### src/rtl/wb_rr_arbiter_if.sv
// Bus bundle for wb_rr_arbiter: N master request/response lanes plus the shared slave port.
// modport master is the arbiter's view; modport slave is the environment (masters + memory).
interface wb_rr_arbiter_if #(
  parameter int unsigned N_MASTERS = 2,
  parameter int unsigned ADDR_W    = 32,
  parameter int unsigned DATA_W    = 32
);
  localparam int unsigned SEL_W = DATA_W / 8;

  // master-side lanes, master k occupies slice k
  logic [N_MASTERS-1:0]        m_cyc_i;
  logic [N_MASTERS-1:0]        m_stb_i;
  logic [N_MASTERS-1:0]        m_we_i;
  logic [N_MASTERS*SEL_W-1:0]  m_sel_i;
  logic [N_MASTERS*ADDR_W-1:0] m_adr_i;
  logic [N_MASTERS*DATA_W-1:0] m_dat_i;
  logic [DATA_W-1:0]           m_dat_o;
  logic [N_MASTERS-1:0]        m_ack_o;
  logic [N_MASTERS-1:0]        m_err_o;
  logic [N_MASTERS-1:0]        grant_o;

  // shared slave port
  logic                        s_cyc_o;
  logic                        s_stb_o;
  logic                        s_we_o;
  logic [SEL_W-1:0]            s_sel_o;
  logic [ADDR_W-1:0]           s_adr_o;
  logic [DATA_W-1:0]           s_dat_o;
  logic [DATA_W-1:0]           s_dat_i;
  logic                        s_ack_i;
  logic                        s_err_i;

  modport master (
    input  m_cyc_i, m_stb_i, m_we_i, m_sel_i, m_adr_i, m_dat_i,
    output m_dat_o, m_ack_o, m_err_o, grant_o,
    output s_cyc_o, s_stb_o, s_we_o, s_sel_o, s_adr_o, s_dat_o,
    input  s_dat_i, s_ack_i, s_err_i
  );

  modport slave (
    output m_cyc_i, m_stb_i, m_we_i, m_sel_i, m_adr_i, m_dat_i,
    input  m_dat_o, m_ack_o, m_err_o, grant_o,
    input  s_cyc_o, s_stb_o, s_we_o, s_sel_o, s_adr_o, s_dat_o,
    output s_dat_i, s_ack_i, s_err_i
  );
endinterface

### src/rtl/wb_rr_arbiter.sv
// Round-robin Wishbone arbiter: N masters share one slave port, grant held until CYC drops,
// with a watchdog that turns a hung transfer into a one-cycle ERR to the granted master.
module wb_rr_arbiter #(
  parameter int unsigned N_MASTERS = 2,
  parameter int unsigned ADDR_W    = 32,
  parameter int unsigned DATA_W    = 32,
  parameter int unsigned TIMEOUT   = 255
) (
  input  logic             clk,
  input  logic             rst_i,
  wb_rr_arbiter_if.master  bus
);

  localparam int unsigned SEL_W = DATA_W / 8;
  localparam int unsigned PTR_W = (N_MASTERS > 1) ? $clog2(N_MASTERS) : 1;
  localparam int unsigned WD_W  = (TIMEOUT > 0) ? $clog2(TIMEOUT + 1) : 1;
  localparam logic [WD_W-1:0] WD_LAST = (TIMEOUT > 0) ? WD_W'(TIMEOUT - 1) : '0;

  localparam logic [1:0] ST_IDLE  = 2'd0;
  localparam logic [1:0] ST_BUSY  = 2'd1;
  localparam logic [1:0] ST_ABORT = 2'd2;

  if (N_MASTERS < 2 || (DATA_W % 8) != 0) begin : g_bad_param
    $error("wb_rr_arbiter: N_MASTERS must be >= 2 and DATA_W a multiple of 8");
  end

  logic [1:0]           state;
  logic [N_MASTERS-1:0] grant;
  logic [PTR_W-1:0]     ptr;
  logic [WD_W-1:0]      wd_cnt;

  // ptr doubles as the granted index while BUSY/ABORT, since both are loaded together
  logic                 any_req;
  logic                 found;
  logic [PTR_W-1:0]     winner;
  logic [N_MASTERS-1:0] grant_nxt;
  int unsigned          ptr_u;
  int unsigned          cand;

  always_comb begin
    any_req   = |bus.m_cyc_i;
    found     = 1'b0;
    winner    = ptr;
    grant_nxt = '0;
    ptr_u     = 32'(ptr);
    cand      = 0;
    for (int unsigned off = 1; off <= N_MASTERS; off++) begin
      cand = ptr_u + off;
      if (cand >= N_MASTERS) cand = cand - N_MASTERS;
      for (int unsigned k = 0; k < N_MASTERS; k++) begin
        if (!found && bus.m_cyc_i[k] && cand == k) begin
          found  = 1'b1;
          winner = PTR_W'(k);
        end
      end
    end
    for (int unsigned k = 0; k < N_MASTERS; k++) begin
      grant_nxt[k] = (32'(winner) == k);
    end
  end

  logic              g_cyc;
  logic              g_stb;
  logic              g_we;
  logic [SEL_W-1:0]  g_sel;
  logic [ADDR_W-1:0] g_adr;
  logic [DATA_W-1:0] g_dat;

  always_comb begin
    g_cyc = 1'b0;
    g_stb = 1'b0;
    g_we  = 1'b0;
    g_sel = '0;
    g_adr = '0;
    g_dat = '0;
    for (int unsigned k = 0; k < N_MASTERS; k++) begin
      if (32'(ptr) == k) begin
        g_cyc = bus.m_cyc_i[k];
        g_stb = bus.m_stb_i[k];
        g_we  = bus.m_we_i[k];
        g_sel = bus.m_sel_i[k*SEL_W +: SEL_W];
        g_adr = bus.m_adr_i[k*ADDR_W +: ADDR_W];
        g_dat = bus.m_dat_i[k*DATA_W +: DATA_W];
      end
    end
  end

  logic s_active;
  logic stall;
  logic timeout_hit;
  logic err_fwd;

  always_comb begin
    s_active    = (state == ST_BUSY) && g_cyc;
    stall       = s_active && g_stb && !bus.s_ack_i && !bus.s_err_i;
    timeout_hit = (TIMEOUT != 0) && stall && (wd_cnt == WD_LAST);
    err_fwd     = (s_active && bus.s_err_i && !bus.s_ack_i) || (state == ST_ABORT);

    bus.s_cyc_o = s_active;
    bus.s_stb_o = s_active && g_stb;
    bus.s_we_o  = s_active && g_we;
    bus.s_sel_o = s_active ? g_sel : '0;
    bus.s_adr_o = s_active ? g_adr : '0;
    bus.s_dat_o = s_active ? g_dat : '0;

    bus.m_dat_o = bus.s_dat_i;
    bus.m_ack_o = grant & {N_MASTERS{s_active && bus.s_ack_i}};
    bus.m_err_o = grant & {N_MASTERS{err_fwd}};
    bus.grant_o = grant;
  end

  always_ff @(posedge clk) begin
    if (rst_i) begin
      state  <= ST_IDLE;
      grant  <= '0;
      ptr    <= PTR_W'(N_MASTERS - 1);
      wd_cnt <= '0;
    end else begin
      case (state)
        ST_IDLE: begin
          wd_cnt <= '0;
          if (any_req) begin
            grant <= grant_nxt;
            ptr   <= winner;
            state <= ST_BUSY;
          end
        end
        ST_BUSY: begin
          if (!g_cyc) begin
            state  <= ST_IDLE;
            grant  <= '0;
            wd_cnt <= '0;
          end else if (timeout_hit) begin
            state  <= ST_ABORT;
            wd_cnt <= '0;
          end else if (stall && TIMEOUT != 0) begin
            wd_cnt <= wd_cnt + WD_W'(1);
          end else begin
            wd_cnt <= '0;
          end
        end
        ST_ABORT: begin
          state  <= ST_IDLE;
          grant  <= '0;
          wd_cnt <= '0;
        end
        default: begin
          state  <= ST_IDLE;
          grant  <= '0;
          wd_cnt <= '0;
        end
      endcase
    end
  end

  a_grant_onehot0: assert property (@(posedge clk) $onehot0(grant));

endmodule

### src/flat_wrapper.sv
// flat-port wrapper written by rule: the top's interface ports become plain ports
module wb_rr_arbiter_flat 
#(
  parameter int unsigned N_MASTERS = 2,
  parameter int unsigned ADDR_W    = 32,
  parameter int unsigned DATA_W    = 32,
  parameter int unsigned TIMEOUT   = 255
)
  (clk, rst_i, bus_m_cyc_i, bus_m_stb_i, bus_m_we_i, bus_m_sel_i, bus_m_adr_i, bus_m_dat_i, bus_m_dat_o, bus_m_ack_o, bus_m_err_o, bus_grant_o, bus_s_cyc_o, bus_s_stb_o, bus_s_we_o, bus_s_sel_o, bus_s_adr_o, bus_s_dat_o, bus_s_dat_i, bus_s_ack_i, bus_s_err_i);
  wb_rr_arbiter_if #(.N_MASTERS(N_MASTERS), .ADDR_W(ADDR_W), .DATA_W(DATA_W)) bus_i ();
  input  logic clk;
  input  logic rst_i;
  input wire logic [$bits(bus_i.m_cyc_i)-1:0] bus_m_cyc_i;
  input wire logic [$bits(bus_i.m_stb_i)-1:0] bus_m_stb_i;
  input wire logic [$bits(bus_i.m_we_i)-1:0] bus_m_we_i;
  input wire logic [$bits(bus_i.m_sel_i)-1:0] bus_m_sel_i;
  input wire logic [$bits(bus_i.m_adr_i)-1:0] bus_m_adr_i;
  input wire logic [$bits(bus_i.m_dat_i)-1:0] bus_m_dat_i;
  output wire logic [$bits(bus_i.m_dat_o)-1:0] bus_m_dat_o;
  output wire logic [$bits(bus_i.m_ack_o)-1:0] bus_m_ack_o;
  output wire logic [$bits(bus_i.m_err_o)-1:0] bus_m_err_o;
  output wire logic [$bits(bus_i.grant_o)-1:0] bus_grant_o;
  output wire logic [$bits(bus_i.s_cyc_o)-1:0] bus_s_cyc_o;
  output wire logic [$bits(bus_i.s_stb_o)-1:0] bus_s_stb_o;
  output wire logic [$bits(bus_i.s_we_o)-1:0] bus_s_we_o;
  output wire logic [$bits(bus_i.s_sel_o)-1:0] bus_s_sel_o;
  output wire logic [$bits(bus_i.s_adr_o)-1:0] bus_s_adr_o;
  output wire logic [$bits(bus_i.s_dat_o)-1:0] bus_s_dat_o;
  input wire logic [$bits(bus_i.s_dat_i)-1:0] bus_s_dat_i;
  input wire logic [$bits(bus_i.s_ack_i)-1:0] bus_s_ack_i;
  input wire logic [$bits(bus_i.s_err_i)-1:0] bus_s_err_i;
  assign bus_i.m_cyc_i = bus_m_cyc_i;
  assign bus_i.m_stb_i = bus_m_stb_i;
  assign bus_i.m_we_i = bus_m_we_i;
  assign bus_i.m_sel_i = bus_m_sel_i;
  assign bus_i.m_adr_i = bus_m_adr_i;
  assign bus_i.m_dat_i = bus_m_dat_i;
  assign bus_m_dat_o = bus_i.m_dat_o;
  assign bus_m_ack_o = bus_i.m_ack_o;
  assign bus_m_err_o = bus_i.m_err_o;
  assign bus_grant_o = bus_i.grant_o;
  assign bus_s_cyc_o = bus_i.s_cyc_o;
  assign bus_s_stb_o = bus_i.s_stb_o;
  assign bus_s_we_o = bus_i.s_we_o;
  assign bus_s_sel_o = bus_i.s_sel_o;
  assign bus_s_adr_o = bus_i.s_adr_o;
  assign bus_s_dat_o = bus_i.s_dat_o;
  assign bus_i.s_dat_i = bus_s_dat_i;
  assign bus_i.s_ack_i = bus_s_ack_i;
  assign bus_i.s_err_i = bus_s_err_i;
  wb_rr_arbiter #(.N_MASTERS(N_MASTERS), .ADDR_W(ADDR_W), .DATA_W(DATA_W), .TIMEOUT(TIMEOUT)) u_core (.clk(clk), .rst_i(rst_i), .bus(bus_i));
endmodule
### config.mk
export PLATFORM = sky130hd
export DESIGN_NAME = wb_rr_arbiter_flat
export DESIGN_NICKNAME = d
export VERILOG_FILES = /design/src/rtl/wb_rr_arbiter_if.sv /design/src/rtl/wb_rr_arbiter.sv /design/src/flat_wrapper.sv
export SDC_FILE = /design/constraint.sdc
export NUM_CORES = 1
export LEC_CHECK = 0
export CAP_MARGIN = 30
export CORE_AREA = 2 2 111 113
export CTS_CLUSTER_DIAMETER = 50
export DETAILED_ROUTE_END_ITERATION = 10
export DIE_AREA = 0 0 113 115
export SETUP_SLACK_MARGIN = 0.15
export SYNTH_ARGS = -nofsm -noshare
export SYNTH_HDL_FRONTEND = slang
export SYNTH_SLANG_ARGS = --single-unit
### constraint.sdc
create_clock -name clk -period 3.1 [get_ports clk]
set_clock_uncertainty 0.1 [all_clocks]
set_input_delay 0.465 -clock clk [delete_from_list [all_inputs] [get_ports clk]]
set_output_delay 0.465 -clock clk [all_outputs]
set_load 0.03 [all_outputs]
==> metrics <==
Comb power frac=0.619; initial antenna violation count=0; Clk pwr share=0.217; CP max FO=43; CTS tree=yes; Ports=287; crit share post-route=0.920; post-route cell area=4300 sq um; diodes inserted=0; Internal Power=0.718 mW; Lkg Pwr=2.03 nW; Critical Path RT=2.53 ns; Hold Path Class=reg -> reg; PortBufs=222; Async SR Flop Fraction=0; Filler cells=1207; multi-input logic area=1400 sq um; clock slew at reported path FFs=0.04 ns; first-pass GRT wire length=12.9 mm; drt wl/cell=15.1 um; initial core utilization=0.171; register share of total power=0.164; Ys Warns=0; Seq cells post-synth=13; 1st-pass router iterations=7; CP Class=in -> out; Final min period=2.85 ns; Cell variety after synth=31; CTS Buffer Depth=2; Final Max Slew Viols=0; CP Capture Type=output port; violated checks=DRC; Max-Cap Viols=0; DR iter-0 viols=114; Worst Hold Slack=0.391 ns; core box area=11800 sq um; NumNets Final=629; RSZ-0062 raised after global routing=no; CP Launch Point=bus_m_cyc_i[0]; Final Hold Viols=0; Power Total=1.11 mW; maximum clock frequency=351 MHz; Worst EP arrival=2.29 ns; vias in the first global route=2459; Post-DP Area=4200 sq um; Rows=40; NetSw=0.393 mW; height of the die=115 um; predominant post-synthesis flop cell=dfxtp_1; peak supply drop=0.166 mV; vias per cell=4.21; crit start category=primary input; TNS Setup=0 ns; post-synthesis sequential area ratio=0.129; grt total ovfl=0; Slew headroom=0.635; run status=complete, but fails checks; area occupied by registers=264 sq um; reg2reg path depth=4; Tot GR Track Use=0.122; Final GP Congestion=0.789; clock root cell=clkbuf_16; DRC Markers=20; syn_nets=446; reg2reg start=u_core.ptr$_SDFFE_PP1P_; postcts setup bufs=0; die area=13000 sq um; CTS Sinks=13; Final ANT Viol Nets=0; total CTS buffers=3; die width=113 um; clk_lat worst skew=0.24 ns; Syn Area/Cell=7.57 sq um; worst-margin pin slew=0.545 ns; hpwl dp=7.48 mm; Final WS setup=0.247 ns; DP Worst Slack=0.211 ns; final-report setup violation count=0; Pwr Density=259 nW/um^2; post-synthesis cell area=2010 sq um; cell count after synthesis=266; layout cells sized above 1=0.0871; final core occ=0.364; synth-to-layout area growth=113%; Routed WL=8.99 mm; Non-Filler Instances=595; Reg2Reg Setup Slack=1.16 ns; Post-synth EDFFs=0; routed vias=2504; H-tree levels=1; Hold Crit Start=u_core.wd_cnt[0]$_SDFF_PP0_; Sw Ratio=0.354; placed cells=591; largest net degree at the start of global routing=45; hold depth=1
registers in the layout, summed over array words and instances (netlist names):
register / cells
u_core.ptr: 1
u_core.wd_cnt: 8
u_core.bus.grant_o: 2
u_core.state: 2
critical path, cell delays in order:
cell and delay (ns):
clkdlybuf4s50_1 0.48, mux2_2 0.20, nand2_2 0.11, buf_12 0.20, nor2_1 0.14, clkdlybuf4s50_1 0.68
cell type report:
type,instances,area share
clock buffers,4,0.0183
multi-input cells,199,0.326
well taps,147,0.0428
repair buffers,228,0.548
inverters,4,0.00349
flip-flops and latches,13,0.0614
final timing paths:
| check | end |
|---|---|
| max reg2reg | u_core.state[0]$_SDFFE_PP0P_ |
| min | u_core.wd_cnt[0]$_SDFF_PP0_ |
| max | bus_s_adr_o[6] |
| min reg2reg | u_core.wd_cnt[0]$_SDFF_PP0_ |
what timing repair did:
item                                   4_1_cts  5_1_grt
setup endpoints to repair                    0        7
hold buffers                                 0        0
endpoints found under the hold margin        0        0
resized for setup                            0        7
synthesized netlist by cell type, drive strengths merged, types with 2 or more instances:
cell | instances | area, sq um
nand4 | 2 | 12.5
dfxtp | 13 | 260
a211oi | 3 | 37.5
nor2b | 4 | 25.0
ha | 2 | 25.0
mux2 | 2 | 22.5
nand2 | 3 | 11.3
a311oi | 2 | 17.5
inv | 4 | 15.0
and3 | 2 | 12.5
nand3 | 5 | 25.0
nor3 | 7 | 55.1
mux2i | 71 | 711
nand3b | 2 | 15.0
nand2b | 2 | 12.5
or3b | 2 | 17.5
or3 | 4 | 25.0
xor2 | 2 | 17.5
o21ai | 4 | 20.0
nor2 | 73 | 274
buf | 50 | 342
layer usage:
layer | vias up | GRT usage | wire length, um
met1 | 1125 | 0.149 | 3570
met2 | 133 | 0.222 | 4460
li1 | 1239 | - | -
met5 | - | 0 | 0
met3 | 7 | 0.0253 | 887
met4 | 0 | 0.0203 | 61
layout by cell type, fill, tap and decap left out:
cell	instances
dfxtp_1	12
mux2i_1	71
nor3_2	4
nand4_1	2
ha_1	2
a311oi_1	2
mux2_2	2
or3_1	4
and3_1	2
nor2b_1	4
a211oi_2	3
clkdlybuf4s50_1	199
a41oi_1	1
or4b_1	1
clkbuf_1	1
o21bai_1	1
nor2_1	73
dfxtp_4	1
o2bb2ai_1	1
dlymetal6s2s_1	7
o21ai_0	4
o211ai_2	1
a21oi_1	1
nor3_1	3
buf_4	13
nand3_1	5
nand3b_1	2
inv_1	4
nand2_2	1
nand2b_1	2
or3b_2	2
xnor2_1	1
buf_12	9
nand2_1	2
clkbuf_16	3
xor2_1	2
power groups by stage:
stage | logic, mW | clock network, mW | registers, mW
global route | 0.727 | 0.252 | 0.184
finish | 0.688 | 0.241 | 0.183
detailed placement | 0.693 | 0 | 0.186
global placement | 0.688 | 0 | 0.185
CTS | 0.697 | 0.247 | 0.183
floorplan | 0.409 | 0 | 0.184
cells by family (layout without fill, tap and decap cells):
| kind of cell | after synthesis | after routing | share of synthesized area |
|---|---|---|---|
| DFF | 13 | 13 | 0.129 |
| adders and majority gates | 2 | 2 | 0.0124 |
| and+or+nand+nor | 107 | 107 | 0.246 |
| buffers and inverters | 54 | 236 | 0.177 |
| xor gates and xnor gates | 3 | 3 | 0.0130 |
| muxes | 73 | 73 | 0.364 |
| AOI/OAI and AO/OA | 14 | 14 | 0.0584 |
Power figures use the tool's default switching activity.
